`src/rtl/convt2d_tap_sequencer.sv`:
```
// convt2d_tap_sequencer
// Address/control sequencer for a transposed 2-D convolution datapath.
// Walks every (input channel, input row, input column, kernel row, kernel
// column) candidate and issues one scatter-accumulate beat for each tap that
// lands inside the output plane. Taps that fall outside the plane are skipped
// internally in a single cycle and never appear on the beat interface.
//
// Optional feature macro: CONVT2D_PERF_CNT_EN
//   defined   -> perf_cycles counts RUN cycles (saturating), cleared on start
//   undefined -> perf_cycles is tied to zero and no counter is built
module convt2d_tap_sequencer #(
  parameter int C_IN    = 4,
  parameter int H_IN    = 2,
  parameter int W_IN    = 3,
  parameter int K       = 3,
  parameter int STRIDE  = 2,
  parameter int PAD     = 1,
  parameter int OUT_PAD = 1,
  parameter int ADDR_W  = 16
) (
  input  logic              clk,
  input  logic              rst_n,
  input  logic              start,
  input  logic              abort,
  output logic              busy,
  output logic              done,
  output logic              op_valid,
  input  logic              op_ready,
  output logic [ADDR_W-1:0] in_addr,
  output logic [ADDR_W-1:0] w_addr,
  output logic [ADDR_W-1:0] out_addr,
  output logic [31:0]       perf_cycles
);

  // Output plane size after removing padding and adding output padding.
  localparam int H_OUT = (H_IN - 1) * STRIDE - 2 * PAD + K + OUT_PAD;
  localparam int W_OUT = (W_IN - 1) * STRIDE - 2 * PAD + K + OUT_PAD;

  // Counter widths; a one-entry loop still needs a one-bit register.
  localparam int IC_W = (C_IN > 1) ? $clog2(C_IN) : 1;
  localparam int IH_W = (H_IN > 1) ? $clog2(H_IN) : 1;
  localparam int IW_W = (W_IN > 1) ? $clog2(W_IN) : 1;
  localparam int K_W  = (K    > 1) ? $clog2(K)    : 1;

  localparam logic [IC_W-1:0] IC_LAST = IC_W'(C_IN - 1);
  localparam logic [IH_W-1:0] IH_LAST = IH_W'(H_IN - 1);
  localparam logic [IW_W-1:0] IW_LAST = IW_W'(W_IN - 1);
  localparam logic [K_W-1:0]  K_LAST  = K_W'(K - 1);

  typedef enum logic [1:0] {
    S_IDLE = 2'd0,
    S_RUN  = 2'd1,
    S_DONE = 2'd2
  } state_t;

  state_t state;

  logic [IC_W-1:0] ic;
  logic [IH_W-1:0] ih;
  logic [IW_W-1:0] iw;
  logic [K_W-1:0]  kh;
  logic [K_W-1:0]  kw;

  logic signed [31:0] oh;
  logic signed [31:0] ow;
  logic               in_range;
  logic               advance;
  logic               last_cand;
  logic               launch;

  // Target output coordinate of the current candidate and its range test.
  always_comb begin
    oh       = $signed(32'(ih)) * STRIDE - PAD + $signed(32'(kh));
    ow       = $signed(32'(iw)) * STRIDE - PAD + $signed(32'(kw));
    in_range = (oh >= 0) && (oh < H_OUT) && (ow >= 0) && (ow < W_OUT);
  end

  // A candidate retires when skipped (out of range) or when its beat is taken.
  always_comb begin
    launch    = (state == S_IDLE) && start && !abort;
    advance   = (state == S_RUN) && (!in_range || op_ready);
    last_cand = (ic == IC_LAST) && (ih == IH_LAST) && (iw == IW_LAST) &&
                (kh == K_LAST) && (kw == K_LAST);
  end

  assign busy     = (state == S_RUN);
  assign done     = (state == S_DONE);
  assign op_valid = (state == S_RUN) && in_range;

  // Addresses at full 32-bit precision, truncated to the output width.
  assign in_addr  = ADDR_W'(32'(ic) * 32'(H_IN * W_IN) + 32'(ih) * 32'(W_IN) + 32'(iw));
  assign w_addr   = ADDR_W'(32'(ic) * 32'(K * K) + 32'(kh) * 32'(K) + 32'(kw));
  assign out_addr = ADDR_W'(oh * W_OUT + ow);

  // Control FSM and nested loop counters (kw fastest, ic slowest).
  always_ff @(posedge clk) begin
    if (!rst_n) begin
      state <= S_IDLE;
      ic    <= '0;
      ih    <= '0;
      iw    <= '0;
      kh    <= '0;
      kw    <= '0;
    end else begin
      case (state)
        S_IDLE: begin
          if (launch) begin
            state <= S_RUN;
            ic    <= '0;
            ih    <= '0;
            iw    <= '0;
            kh    <= '0;
            kw    <= '0;
          end
        end
        S_RUN: begin
          if (abort) begin
            state <= S_IDLE;
            ic    <= '0;
            ih    <= '0;
            iw    <= '0;
            kh    <= '0;
            kw    <= '0;
          end else if (advance) begin
            if (last_cand) begin
              state <= S_DONE;
              ic    <= '0;
              ih    <= '0;
              iw    <= '0;
              kh    <= '0;
              kw    <= '0;
            end else if (kw != K_LAST) begin
              kw <= kw + 1'b1;
            end else begin
              kw <= '0;
              if (kh != K_LAST) begin
                kh <= kh + 1'b1;
              end else begin
                kh <= '0;
                if (iw != IW_LAST) begin
                  iw <= iw + 1'b1;
                end else begin
                  iw <= '0;
                  if (ih != IH_LAST) begin
                    ih <= ih + 1'b1;
                  end else begin
                    ih <= '0;
                    ic <= ic + 1'b1;
                  end
                end
              end
            end
          end
        end
        S_DONE: begin
          state <= S_IDLE;
          ic    <= '0;
          ih    <= '0;
          iw    <= '0;
          kh    <= '0;
          kw    <= '0;
        end
        default: begin
          state <= S_IDLE;
        end
      endcase
    end
  end

`ifdef CONVT2D_PERF_CNT_EN
  logic [31:0] perf_q;

  // RUN-cycle counter: cleared on layer start, saturates, holds outside RUN.
  always_ff @(posedge clk) begin
    if (!rst_n) begin
      perf_q <= '0;
    end else if (launch) begin
      perf_q <= '0;
    end else if ((state == S_RUN) && (perf_q != 32'hFFFF_FFFF)) begin
      perf_q <= perf_q + 32'd1;
    end
  end

  assign perf_cycles = perf_q;
`else
  assign perf_cycles = 32'd0;
`endif

endmodule

```
`config.mk`:
```
export PLATFORM = sky130hd
export DESIGN_NAME = convt2d_tap_sequencer
export DESIGN_NICKNAME = d
export VERILOG_FILES = /design/src/rtl/convt2d_tap_sequencer.sv
export SDC_FILE = /design/constraint.sdc
export NUM_CORES = 1
export LEC_CHECK = 0
export BUFFER_PORTS_ARGS = -buffer_cell sky130_fd_sc_hd__buf_2
export CELL_PAD_IN_SITES_DETAIL_PLACEMENT = 0
export CELL_PAD_IN_SITES_GLOBAL_PLACEMENT = 2
export CORE_ASPECT_RATIO = 1.4
export CORE_MARGIN = 3
export CORE_UTILIZATION = 27
export CTS_BUF_LIST = sky130_fd_sc_hd__clkbuf_2
export DETAILED_ROUTE_END_ITERATION = 10
export GPL_TIMING_DRIVEN = 0
export PLACE_DENSITY_LB_ADDON = 0.15
export SETUP_SLACK_MARGIN = 0.05
export SLEW_MARGIN = 20
export SYNTH_ARGS = -nofsm -noshare
export SYNTH_HDL_FRONTEND = slang
export SYNTH_SLANG_ARGS = --single-unit
```
`constraint.sdc`:
```
create_clock -name clk -period 3.9 [get_ports clk]
set_clock_uncertainty 0.15 [all_clocks]
set_input_delay 0.195 -clock clk [delete_from_list [all_inputs] [get_ports clk]]
set_output_delay 0.195 -clock clk [all_outputs]
set_load 0.02 [all_outputs]
```
==> impl_results.html <==
<table>
<tr><th>Metric</th><th>Value</th></tr>
<tr><th colspan="2">Worst setup path</th></tr>
<tr><td>Maximum cell stage delay along the critical path</td><td>0.55 ns</td></tr>
<tr><td>Launching element type of the critical path</td><td>flop</td></tr>
<tr><td>Largest fanout on the critical path</td><td>8</td></tr>
<tr><td>Most Frequent Cell on Critical Path</td><td>inv_1</td></tr>
<tr><td>Data arrival, critical path</td><td>3.31 ns</td></tr>
<tr><td>Crit-path cells</td><td>clkinvlp_4 -&gt; fa_1 -&gt; xor2_1 -&gt; ha_1 -&gt; inv_1 -&gt; fa_2 -&gt; inv_1 -&gt; ha_1 -&gt; inv_1 -&gt; o21bai_1 -&gt; a21o_1 -&gt; nand2_4 -&gt; buf_4 -&gt; buf_4</td></tr>
<tr><td>Type of destination of the critical path</td><td>output port</td></tr>
<tr><td>Worst path slowest cell</td><td>fa_2</td></tr>
<tr><td>CP delay by family, top</td><td>adder cells</td></tr>
<tr><td>Critical setup path kind</td><td>flop to output port</td></tr>
<tr><td>Buf+Inv Stages, Crit Path</td><td>6</td></tr>
<tr><td>Required time of the worst setup path</td><td>3.56 ns</td></tr>
<tr><th colspan="2">Routing</th></tr>
<tr><td>Antenna Violating Nets Remaining</td><td>0</td></tr>
<tr><td>Remaining routing DRC violations</td><td>0</td></tr>
<tr><td>Violation count after the first detailed-route iteration</td><td>30</td></tr>
<tr><td>Number of vias per cell</td><td>3.75</td></tr>
<tr><td>DRT Pass-1 Iters</td><td>2</td></tr>
<tr><td>Total via count after detailed routing</td><td>1643</td></tr>
<tr><td>Wire per inst</td><td>9.91 µm</td></tr>
<tr><td>Routed wire length</td><td>4340 µm</td></tr>
<tr><th colspan="2">CTS</th></tr>
<tr><td>Master cell of the clock root buffer</td><td>clkbuf_2</td></tr>
<tr><td>TritonCTS clock tree</td><td>yes</td></tr>
<tr><td>Total clock sinks</td><td>11</td></tr>
<tr><td>Hold-fix buffers at CTS</td><td>0</td></tr>
<tr><td>Maximum level of the CTS H-tree</td><td>1</td></tr>
<tr><td>Clock latency at the later pin of the worst-skew pair</td><td>0.28 ns</td></tr>
<tr><td>Clock tree buffer depth</td><td>2</td></tr>
<tr><td>Number of buffers inserted during clock tree synthesis</td><td>3</td></tr>
<tr><td>Post-CTS clock slew at the launch and capture registers of the worst setup and hold paths</td><td>0.13 ns</td></tr>
<tr><th colspan="2">Timing</th></tr>
<tr><td>Endpoints failing hold</td><td>0</td></tr>
<tr><td>Post-Route Hold Slack</td><td>0.0381 ns</td></tr>
<tr><td>Final setup violation count</td><td>0</td></tr>
<tr><td>Share of the clock period used by the worst path after layout</td><td>0.937</td></tr>
<tr><td>Final setup margin</td><td>0.245 ns</td></tr>
<tr><td>Number of pins with negative max-slew slack in the final report</td><td>0</td></tr>
<tr><td>Shortest period the worst path allows</td><td>3.66 ns</td></tr>
<tr><td>Unrepaired setup endpoints after global routing</td><td>no</td></tr>
<tr><td>Upper clock frequency limit</td><td>0.274 GHz</td></tr>
<tr><th colspan="2">Place</th></tr>
<tr><td>IO buf count</td><td>35</td></tr>
<tr><td>Final weighted congestion of routability-driven global placement</td><td>0.702</td></tr>
<tr><td>Post-detailed-placement half-perimeter wirelength</td><td>3660 µm</td></tr>
<tr><td>Worst setup slack after placement</td><td>-0.0639 ns</td></tr>
<tr><th colspan="2">Synthesis</th></tr>
<tr><td>Share of Yosys cell area claimed by the top area cell type</td><td>0.216</td></tr>
<tr><td>Synthesized instance count</td><td>244</td></tr>
<tr><td>Post-synth EDFFs</td><td>0</td></tr>
<tr><td>Cell Area, Synth</td><td>2050 µm²</td></tr>
<tr><td>Most frequent cells after synthesis</td><td>buf_4, ha_1, inv_1</td></tr>
<tr><td>Number of synthesized register bits</td><td>11</td></tr>
<tr><td>Most instantiated flip-flop cell in the synthesis netlist</td><td>dfxtp_1</td></tr>
<tr><td>Register area share after synthesis</td><td>0.107</td></tr>
<tr><td>Number of warnings issued by yosys</td><td>0</td></tr>
<tr><td>Main area contributors after synthesis</td><td>buf_4, ha_1, dfxtp_1</td></tr>
<tr><td>Async set-reset flop share out of synthesis</td><td>0</td></tr>
<tr><td>Yosys top cell by area</td><td>buf_4</td></tr>
<tr><td>Distinct cells, synth</td><td>37</td></tr>
<tr><td>Cell with the most instances after synthesis</td><td>buf_4</td></tr>
<tr><td>Mapped Avg Cell Area</td><td>8.41 µm²</td></tr>
<tr><th colspan="2">Die</th></tr>
<tr><td>Floorplan core area</td><td>7360 µm²</td></tr>
<tr><td>Starting density of the core</td><td>0.279</td></tr>
<tr><td>Overall die width</td><td>79.7 µm</td></tr>
<tr><td>Die area</td><td>8700 µm²</td></tr>
<tr><td>I/O pin total</td><td>88</td></tr>
<tr><td>Standard-cell row count</td><td>37</td></tr>
<tr><td>Chip height</td><td>109 µm</td></tr>
<tr><th colspan="2">Finish</th></tr>
<tr><td>Multi-input logic area</td><td>1480 µm²</td></tr>
<tr><td>Area delta synth-&gt;final</td><td>30.2%</td></tr>
<tr><td>Filler Cell Count</td><td>782</td></tr>
<tr><td>Number of antenna diodes</td><td>0</td></tr>
<tr><td>Number of nets at the end of the flow</td><td>388</td></tr>
<tr><td>Util after Layout</td><td>0.363</td></tr>
<tr><td>Fraction of final layout cells with drive strength greater than 1</td><td>0.361</td></tr>
<tr><td>Seq. cell area</td><td>231 µm²</td></tr>
<tr><th colspan="2">GRT</th></tr>
<tr><td>Initial antenna violation count</td><td>0</td></tr>
<tr><td>First-pass GRT wire length</td><td>6760 µm</td></tr>
<tr><td>Via count of the first global-routing pass</td><td>1417</td></tr>
<tr><td>Largest net degree at the start of global routing</td><td>11</td></tr>
<tr><td>Total routing usage reported by global routing</td><td>0.0962</td></tr>
<tr><td>Overflow after GRT</td><td>0</td></tr>
<tr><th colspan="2">Power and ir drop</th></tr>
<tr><td>Reg power frac</td><td>0.325</td></tr>
<tr><td>P_sw</td><td>143 µW</td></tr>
<tr><td>Clock network fraction of design power</td><td>0.206</td></tr>
<tr><td>VDD IR-drop max</td><td>0.0656 mV</td></tr>
<tr><td>Pwr Density</td><td>131 nW/µm²</td></tr>
<tr><td>Internal portion of total power</td><td>206 µW</td></tr>
<tr><td>Post-layout total power</td><td>350 µW</td></tr>
<tr><td>Net switching fraction of the power</td><td>0.410</td></tr>
<tr><td>Combinational share of power</td><td>0.469</td></tr>
<tr><td>Leak</td><td>1.50 nW</td></tr>
<tr><th colspan="2">Flow run</th></tr>
<tr><td>Max Cap Violations</td><td>0</td></tr>
<tr><th colspan="2">Outcome</th></tr>
<tr><td>Status</td><td>complete, no violations</td></tr>
<tr><th colspan="2">Worst hold path</th></tr>
<tr><td>Path class of the lowest-slack min-delay path</td><td>input pin to flop</td></tr>
</table>
-- cells in the final DEF (no fill, tap or decap), types with 6 or more instances in the layout --
master,n
conb_1,52
a21o_1,6
inv_1,27
dfxtp_1,8
nand2_1,14
nor2b_1,7
xnor2_1,8
xor2_1,6
ha_1,31
buf_2,28
nor2_1,6
buf_4,73
a21oi_1,10
fa_1,9
-- layer usage --
metal / routed length [µm] / GRT usage / part of all wire
met5: 0 / 0 / 0
met4: 34 / 0.0258 / 0.0078
met3: 256 / 0.0140 / 0.059
met2: 2260 / 0.178 / 0.52
met1: 1790 / 0.114 / 0.41
-- flip-flops by register name, indices dropped and copies added, names as in the netlist --
signal,cells
state,2
kh,2
ic,2
ih,1
iw,2
kw,2
-- per-stage QoR --
| step | TNS (ns) | instances | cell area, µm² |
|---|---|---|---|
| 2_1_floorplan | 0 | 295 | 2240 |
| 3_3_place_gp | -0.238 | 427 | 2540 |
| 3_5_place_dp | -0.419 | 427 | 2540 |
| 4_1_cts | 0 | 434 | 2610 |
| 5_1_grt | 0 | 438 | 2670 |
| 6_report | 0 | 438 | 2670 |
-- cell families (layout without fill, tap and decap cells) --
logic type,Yosys count,in the layout,share of synthesized area
mux,3,3,0.0146
flops,11,11,0.107
compound gates,33,33,0.116
buf+inv,91,137,0.278
fa+ha+maj,41,41,0.287
simple gates,49,49,0.132
other cells,1,52,0.00183
xor+xnor,15,15,0.0640
-- final timing paths --
kind	from	endpoint	slack [ns]	depth (start not counted)
worst max register to register	kw[0]	ic[0]	1.21	7
worst max-delay path	kh[0]	out_addr[13]	0.24	14
worst min-delay path	rst_n	state[0]	0.04	3
worst min register to register	kh[1]	kh[1]	0.37	2
-- worst register-to-register path: stages (launching register included) --
cell     delay [ns]
dfxtp_1        0.49
inv_1          0.15
fa_1           0.46
nor2b_1        0.23
mux2i_1        0.29
nand3_1        0.23
a31oi_1        0.43
mux2i_1        0.21
-- final cells by class --
cell class	count	area share
multi-input cells	193	0.552
plain buffers	61	0.171
repair buffers	42	0.0918
flip-flops and latches	11	0.0866
well taps	97	0.0454
inverters	30	0.0449
clock buffers	4	0.00749
-- power by group through the flow --
stage / Clock [mW] / Combinational, mW / Sequential (mW)
after floorplan: 0 / 0.138 / 0.118
after global placement: 0 / 0.159 / 0.118
after detailed placement: 0 / 0.159 / 0.118
after CTS: 0.0752 / 0.160 / 0.114
after global routing: 0.0785 / 0.179 / 0.114
final: 0.0719 / 0.164 / 0.114
-- what timing repair did --
| action | in CTS | in global routing |
|---|---|---|
| buffers inserted | 3 | 4 |
| pin swaps | 0 | 2 |
| resized for setup | 11 | 11 |
| setup endpoints to repair | 11 | 8 |
Power figures use the tool's default switching activity.
